===== src/rtl/fetch_aligner_if.sv =====
// fetch_aligner_if: INSTMEM read port, redirect/advance controls and issue outputs of fetch_aligner.
interface fetch_aligner_if #(
    parameter int PC_W = 12
);
    logic            en;
    logic            flush;
    logic [PC_W-1:0] flush_pc;
    logic [PC_W-1:0] fetch_addr;
    logic [31:0]     fetch_word;
    logic [31:0]     inst_out;
    logic [PC_W-1:0] inst_pc;
    logic [PC_W-1:0] inst_pc_next;
    logic            inst_is_comp;
    logic            inst_valid;
    logic            buffer_stall;

    modport master (
        input  en, flush, flush_pc, fetch_word,
        output fetch_addr, inst_out, inst_pc, inst_pc_next, inst_is_comp, inst_valid, buffer_stall
    );
    modport slave (
        output en, flush, flush_pc, fetch_word,
        input  fetch_addr, inst_out, inst_pc, inst_pc_next, inst_is_comp, inst_valid, buffer_stall
    );
endinterface


===== src/rtl/fetch_aligner.sv =====
// fetch_aligner: turns word-aligned INSTMEM reads into one 16/32-bit instruction per cycle.
// Define COMPRESSED_EN for RVC halfword alignment; otherwise every word issues as a 32-bit instruction.
module fetch_aligner #(
    parameter int PC_W = 12
) (
    input  logic            clk,
    input  logic            nrst,
    fetch_aligner_if.master bus
);
    localparam logic [31:0] NOP = 32'h0000_0013;

    logic [PC_W-1:0] pc, pc_inc, step, fetch, word_addr;
    logic [31:0]     inst;
    logic            is_comp, valid, stall;

    assign word_addr = {pc[PC_W-1:2], 2'b00};
    assign pc_inc    = pc + step;

`ifdef COMPRESSED_EN
    typedef enum logic [1:0] {ALIGNED, HELD, REFILL} state_t;

    state_t          state, state_nx;
    logic [PC_W-1:0] pc_nx;
    logic [15:0]     hold, hold_nx;
    logic            lo_comp, hold_comp, keep_hold;
    logic            unused;

    assign unused = bus.flush_pc[0];

    always_ff @(posedge clk) begin
        if (!nrst) begin
            pc    <= '0;
            hold  <= '0;
            state <= ALIGNED;
        end else begin
            pc    <= pc_nx;
            hold  <= hold_nx;
            state <= state_nx;
        end
    end

    always_comb begin
        lo_comp   = bus.fetch_word[1:0] != 2'b11;
        hold_comp = hold[1:0] != 2'b11;
        is_comp   = state == HELD ? hold_comp : state == ALIGNED && lo_comp;
        valid     = state != REFILL;
        stall     = state == REFILL;
        inst      = state == REFILL ? NOP
                  : is_comp ? {16'h0, state == HELD ? hold : bus.fetch_word[15:0]}
                  : state == HELD ? {bus.fetch_word[15:0], hold} : bus.fetch_word;
        // HELD already owns the low half of the instruction, so it reads ahead one word
        fetch     = state == HELD ? {pc[PC_W-1:2] + (PC_W-2)'(1), 2'b00} : word_addr;
        step      = !valid ? '0 : is_comp ? PC_W'(2) : PC_W'(4);
        keep_hold = (state == ALIGNED && !lo_comp) || (state == HELD && hold_comp);
        pc_nx     = pc;
        hold_nx   = hold;
        state_nx  = state;
        if (bus.flush) begin
            pc_nx    = {bus.flush_pc[PC_W-1:1], 1'b0};
            hold_nx  = '0;
            state_nx = bus.flush_pc[1] ? REFILL : ALIGNED;
        end else if (bus.en) begin
            pc_nx    = pc_inc;
            hold_nx  = keep_hold ? hold : bus.fetch_word[31:16];
            state_nx = state == HELD && hold_comp ? ALIGNED
                     : state == ALIGNED && !lo_comp ? ALIGNED : HELD;
        end
    end
`else
    logic [1:0] unused;

    assign unused = bus.flush_pc[1:0];

    always_ff @(posedge clk) begin
        if (!nrst)
            pc <= '0;
        else if (bus.flush)
            pc <= {bus.flush_pc[PC_W-1:2], 2'b00};
        else if (bus.en)
            pc <= pc_inc;
    end

    always_comb begin
        inst    = bus.fetch_word;
        is_comp = 1'b0;
        valid   = 1'b1;
        stall   = 1'b0;
        fetch   = word_addr;
        step    = PC_W'(4);
    end
`endif

    // reset forces a bubble with zeroed addresses regardless of state
    assign bus.fetch_addr   = nrst ? fetch : '0;
    assign bus.inst_out     = nrst ? inst : NOP;
    assign bus.inst_pc      = nrst ? pc : '0;
    assign bus.inst_pc_next = nrst ? pc_inc : '0;
    assign bus.inst_is_comp = nrst && is_comp;
    assign bus.inst_valid   = nrst && valid;
    assign bus.buffer_stall = nrst && stall;
endmodule


===== src/flat_wrapper.sv =====
// flat-port wrapper written by rule: the top's interface ports become plain ports
module fetch_aligner_flat 
#(
    parameter int PC_W = 12
)
  (clk, nrst, bus_en, bus_flush, bus_flush_pc, bus_fetch_word, bus_fetch_addr, bus_inst_out, bus_inst_pc, bus_inst_pc_next, bus_inst_is_comp, bus_inst_valid, bus_buffer_stall);
  fetch_aligner_if #(.PC_W(PC_W)) bus_i ();
  input  logic clk;
  input  logic nrst;
  input wire logic [$bits(bus_i.en)-1:0] bus_en;
  input wire logic [$bits(bus_i.flush)-1:0] bus_flush;
  input wire logic [$bits(bus_i.flush_pc)-1:0] bus_flush_pc;
  input wire logic [$bits(bus_i.fetch_word)-1:0] bus_fetch_word;
  output wire logic [$bits(bus_i.fetch_addr)-1:0] bus_fetch_addr;
  output wire logic [$bits(bus_i.inst_out)-1:0] bus_inst_out;
  output wire logic [$bits(bus_i.inst_pc)-1:0] bus_inst_pc;
  output wire logic [$bits(bus_i.inst_pc_next)-1:0] bus_inst_pc_next;
  output wire logic [$bits(bus_i.inst_is_comp)-1:0] bus_inst_is_comp;
  output wire logic [$bits(bus_i.inst_valid)-1:0] bus_inst_valid;
  output wire logic [$bits(bus_i.buffer_stall)-1:0] bus_buffer_stall;
  assign bus_i.en = bus_en;
  assign bus_i.flush = bus_flush;
  assign bus_i.flush_pc = bus_flush_pc;
  assign bus_i.fetch_word = bus_fetch_word;
  assign bus_fetch_addr = bus_i.fetch_addr;
  assign bus_inst_out = bus_i.inst_out;
  assign bus_inst_pc = bus_i.inst_pc;
  assign bus_inst_pc_next = bus_i.inst_pc_next;
  assign bus_inst_is_comp = bus_i.inst_is_comp;
  assign bus_inst_valid = bus_i.inst_valid;
  assign bus_buffer_stall = bus_i.buffer_stall;
  fetch_aligner #(.PC_W(PC_W)) u_core (.clk(clk), .nrst(nrst), .bus(bus_i));
endmodule

===== config.mk =====
export PLATFORM = sky130hd
export DESIGN_NAME = fetch_aligner_flat
export DESIGN_NICKNAME = d
export VERILOG_FILES = /design/src/rtl/fetch_aligner_if.sv /design/src/rtl/fetch_aligner.sv /design/src/flat_wrapper.sv
export SDC_FILE = /design/constraint.sdc
export NUM_CORES = 1
export LEC_CHECK = 0
export CORE_MARGIN = 2
export CORE_UTILIZATION = 26
export DETAILED_ROUTE_END_ITERATION = 7
export PLACE_DENSITY = 0.88
export SETUP_SLACK_MARGIN = 0.02
export SYNTH_ARGS = -nofsm -noshare
export SYNTH_HDL_FRONTEND = slang
export SYNTH_SLANG_ARGS = --single-unit
export TNS_END_PERCENT = 5

===== constraint.sdc =====
create_clock -name clk -period 1.8 [get_ports clk]
set_input_delay 0.54 -clock clk [delete_from_list [all_inputs] [get_ports clk]]
set_output_delay 0.54 -clock clk [all_outputs]
set_load 0.01 [all_outputs]

==> results.txt <==
----------------------------------------------------
[Min path]
  Startpoint of the worst hold path ... u_core.pc[7]
  Hold Path Class ... register to register
  Endpoint, Worst Hold ... u_core.pc[7]
  Cell depth of the worst hold path ... 3

[Floorplan]
  Initial standard-cell utilization of the core ... 26.62%
  Total number of placement rows ... 24
  Die height ... 70.54 µm
  Total I/O pin count ... 119
  Floorplan die area ... 0.004976 mm²
  Area inside the core boundary ... between 0.004 and 0.005 mm²
  Die W ... 70.54 µm

[Pwr]
  Maximum resistive drop on vdd ... 0.0001582 V
  Areal power density over the cells ... about 380 mW/mm²
  Static leakage ... approximately 1.3 nW

[Yosys]
  Yosys warns ... 0
  Synthesized netlist cell count ... ~160
  Number of enable flip-flop cells after synthesis ... 0
  Register area share after synthesis ... 17.39%
  Synth Cell Area ... 0.001151 mm²
  Number of different library cells in the post-synthesis netlist ... 35
  Area share of the leading cell type in the synthesized netlist ... about a fifth
  Leading cell types by total area after synthesis ... and2_1 20%, dfxtp_1 17%, buf_4 12%, o21ai_0 5.2%, a21oi_1 3.9%
  Cell taking the most area after synthesis ... and2_1
  Fraction of synthesis flops using an asynchronous set or reset pin ... 0%
  Synth Flop Type ... dfxtp_1
  Number of register bits inferred by synthesis ... 10
  Syn avg cell area ... 7.019 µm²

[Placement]
  Area after detailed placement ... 0.002389 mm²
  Gp weighted congestion ... 0.8730
  Estimated wirelength of the detail-placed design ... 3.314 mm
  Count of input and output buffers ... 108
  Post-place setup slack ... -0.8233 ns
  # placed instances ... about 330

[Detailed routing]
  Final wirelength ... 4.604 mm
  Via-per-instance ratio ... about 4.6
  Number of nets still failing antenna checks after routing ... 0
  Number of search-and-repair iterations in the first detailed-routing pass ... 4
  Total via count in the routed design ... 1608
  Number of DRC markers in iteration 0 ... 63
  Residual DRC ... 0
  Routed wirelength normalized by instance count ... between 10 and 15 µm

[Timing]
  Number of failing setup endpoints in the final timing report ... 8
  Post-route setup slack ... -0.1983 ns
  Endpoints failing hold ... 0
  Clock Skew ... about 0.0050 ns
  Max frequency ... between 500 and 600 MHz
  Minimum clock period ... 1.998 ns
  Max-slew violation count ... 0
  Setup repair after global routing missed its margin ... yes
  Share of the clock period used by the worst path ... 111.0%

[Clocking]
  H-tree lvl count ... 1
  Number of buffers on the longest clock path ... 2
  CTS Buf Count ... 3
  Clock transition at path regs ... 0.05 ns
  CTS tree ... done
  Clock latency at the later pin of the worst-skew pair ... roughly 0.23 ns
  Total clock sinks ... 10
  CTS Root Buffer Type ... clkbuf_8

[Setup path]
  Worst EP arrival ... 1.46 ns
  Worst-path maximum fanout ... 2
  Category of the critical setup timing path ... register to primary output
  Worst r2r path cells ... 6
  Cell with the largest stage delay on the worst path ... or3_4
  Endpoint of the lowest-slack register-to-register path ... u_core.pc[9]
  Worst r2r src ... u_core.pc[2]
  Maximum single-stage delay on the critical path ... 0.36 ns
  Worst R2R Setup Slack ... 0.13 ns
  Worst Setup Start Kind ... register
  Cells along the critical path ... nand4_1, buf_4, or3_4, a21oi_2, buf_2
  CP Data Required Time ... 1.26 ns
  CP endpoint kind ... primary output

[Finish]
  Biggest register ... u_core.pc
  Layout area overhead ... 117.0%
  Fraction of layout cells with a size suffix above 1 ... 45.58%
  Antenna diode count ... 0
  Max reg flops ... 10
  Filler cell count in the final layout ... just over 400
  Post-route standard cell area excluding fillers ... 0.002497 mm²
  Final Non-Filler Cells ... about 350
  Final net count ... 345
  Largest registers ranked by flip-flop count ... u_core.pc x10

[Status]
  Outcome ... finished, violations left
  Violations in the final reports ... setup timing

[Global routing]
  Wire length of the first global-routing pass ... 7.210 mm
  Global route total overflow ... 0
  Largest net degree at the start of global routing ... 19
  Overall fraction of global-route tracks in use ... between 10% and 20%
  Number of antenna violations at the first check in global routing ... 0
  Number of global-route vias before repair ... about 1.6k

[Job]
  Number of max-cap violations ... 0

----------------------------------------------------
[worst max-delay path: cells and delay by family, from the launching register on]
| family | cells | cell delay, ns |
|---|---|---|
| compound gates | 1 | 0.11 |
| buf+inv | 2 | 0.30 |
| simple gates | 2 | 0.49 |
| flops | 1 | 0.32 |
[cells in the final DEF (no fill, tap or decap), types with 5 or more instances in the layout]
cell / instances
a21oi_1: 5
and2_1: 32
and2_4: 5
buf_2: 42
buf_4: 33
buf_6: 13
clkdlybuf4s15_1: 8
clkdlybuf4s50_1: 23
conb_1: 8
dfxtp_2: 6
dlygate4sd2_1: 6
dlymetal6s2s_1: 17
inv_1: 5
nand2_1: 7
nor2_1: 7
o21ai_0: 10
[metrics by stage]
| stage | hold slack (ns) | util, % | TNS, ns | power (W) |
|---|---|---|---|---|
| final | 0.6116 | 57.75 | -0.9872 | 0.0009429 |
| after global routing | 0.6500 | 57.75 | -1.519 | 0.0009938 |
| after CTS | 0.6372 | 55.61 | -0.9627 | 0.0009338 |
| after detailed placement | 0.6245 | 55.24 | -48.17 | 0.0007355 |
| after global placement | 0.6116 | 55.24 | -47.28 | 0.0007279 |
| after floorplan | 0.4919 | - | -0.4074 | 0.0004527 |
[report_power, final]
group	switching, W	internal, W	leakage (nW)
registers	0.0000172	0.000240	0.0860
clock network	0.0000789	0.000146	0.0216
logic	0.000194	0.000267	1.21
[worst max-delay path by stage]
stage | cells past startpoint | from | to
after CTS | 5 | u_core.pc[3] | bus_inst_pc_next[8]
after floorplan | 4 | u_core.pc[2] | bus_inst_pc_next[10]
after global routing | 5 | u_core.pc[6] | bus_inst_pc_next[10]
after detailed placement | 5 | nrst | bus_inst_pc_next[11]
final | 5 | u_core.pc[6] | bus_inst_pc_next[10]
after global placement | 5 | nrst | bus_inst_pc_next[11]
[metal layers]
metal	GRT usage (%)	part of all wire [%]	vias up
li1	-	-	784
met1	20.12	39	721
met2	32.60	51	91
met3	3.134	7.9	12
met4	8.595	2.8	0
met5	0	0	-
[repair_timing]
item,in CTS,in global routing
pin swaps,8,24
setup buffers,8,1
gates cloned,2,0
gates resized for setup,257,43
endpoints found under the setup margin,65,43
hold buffers,0,0
[cell usage after synthesis (2+ instances only)]
master,n
o21ai_0,12
dfxtp_1,10
xnor2_1,3
a31oi_1,3
or3_2,3
inv_1,5
a21oi_1,9
nand3_1,3
nor2_1,9
xor2_1,4
or4_1,2
mux2_2,2
buf_4,19
clkbuf_1,7
nand2_1,7
and2_1,37
or3_1,4
nand4_1,4
buf_2,3
nand2b_1,3
[cells by family (layout without fill, tap and decap cells)]
kind of cell    count (synthesis)  in the layout  share of synthesized area, %
mux                             2              2                         1.956
fa+ha+maj                       1              1                         1.087
simple gates                   80             80                         41.63
other cells                     1              8                        0.3258
buf+inv                        35            158                         18.59
flops                          10             10                         17.39
xor+xnor                        7              7                         5.326
compound gates                 28             28                         13.70
[cell type report]
cell class                      instances  area (µm²)  share of cell area [%]
Sequential cell                        10       215.2                   8.617
Timing Repair Buffer                  150        1284                   51.40
Multi-Input combinational cell        126       873.3                   34.97
Clock buffer                            3       41.29                   1.653
Tap cell                               52       65.06                   2.605
Inverter                                5       18.77                  0.7515
Note: power is estimated with default switching activity, not from simulation.
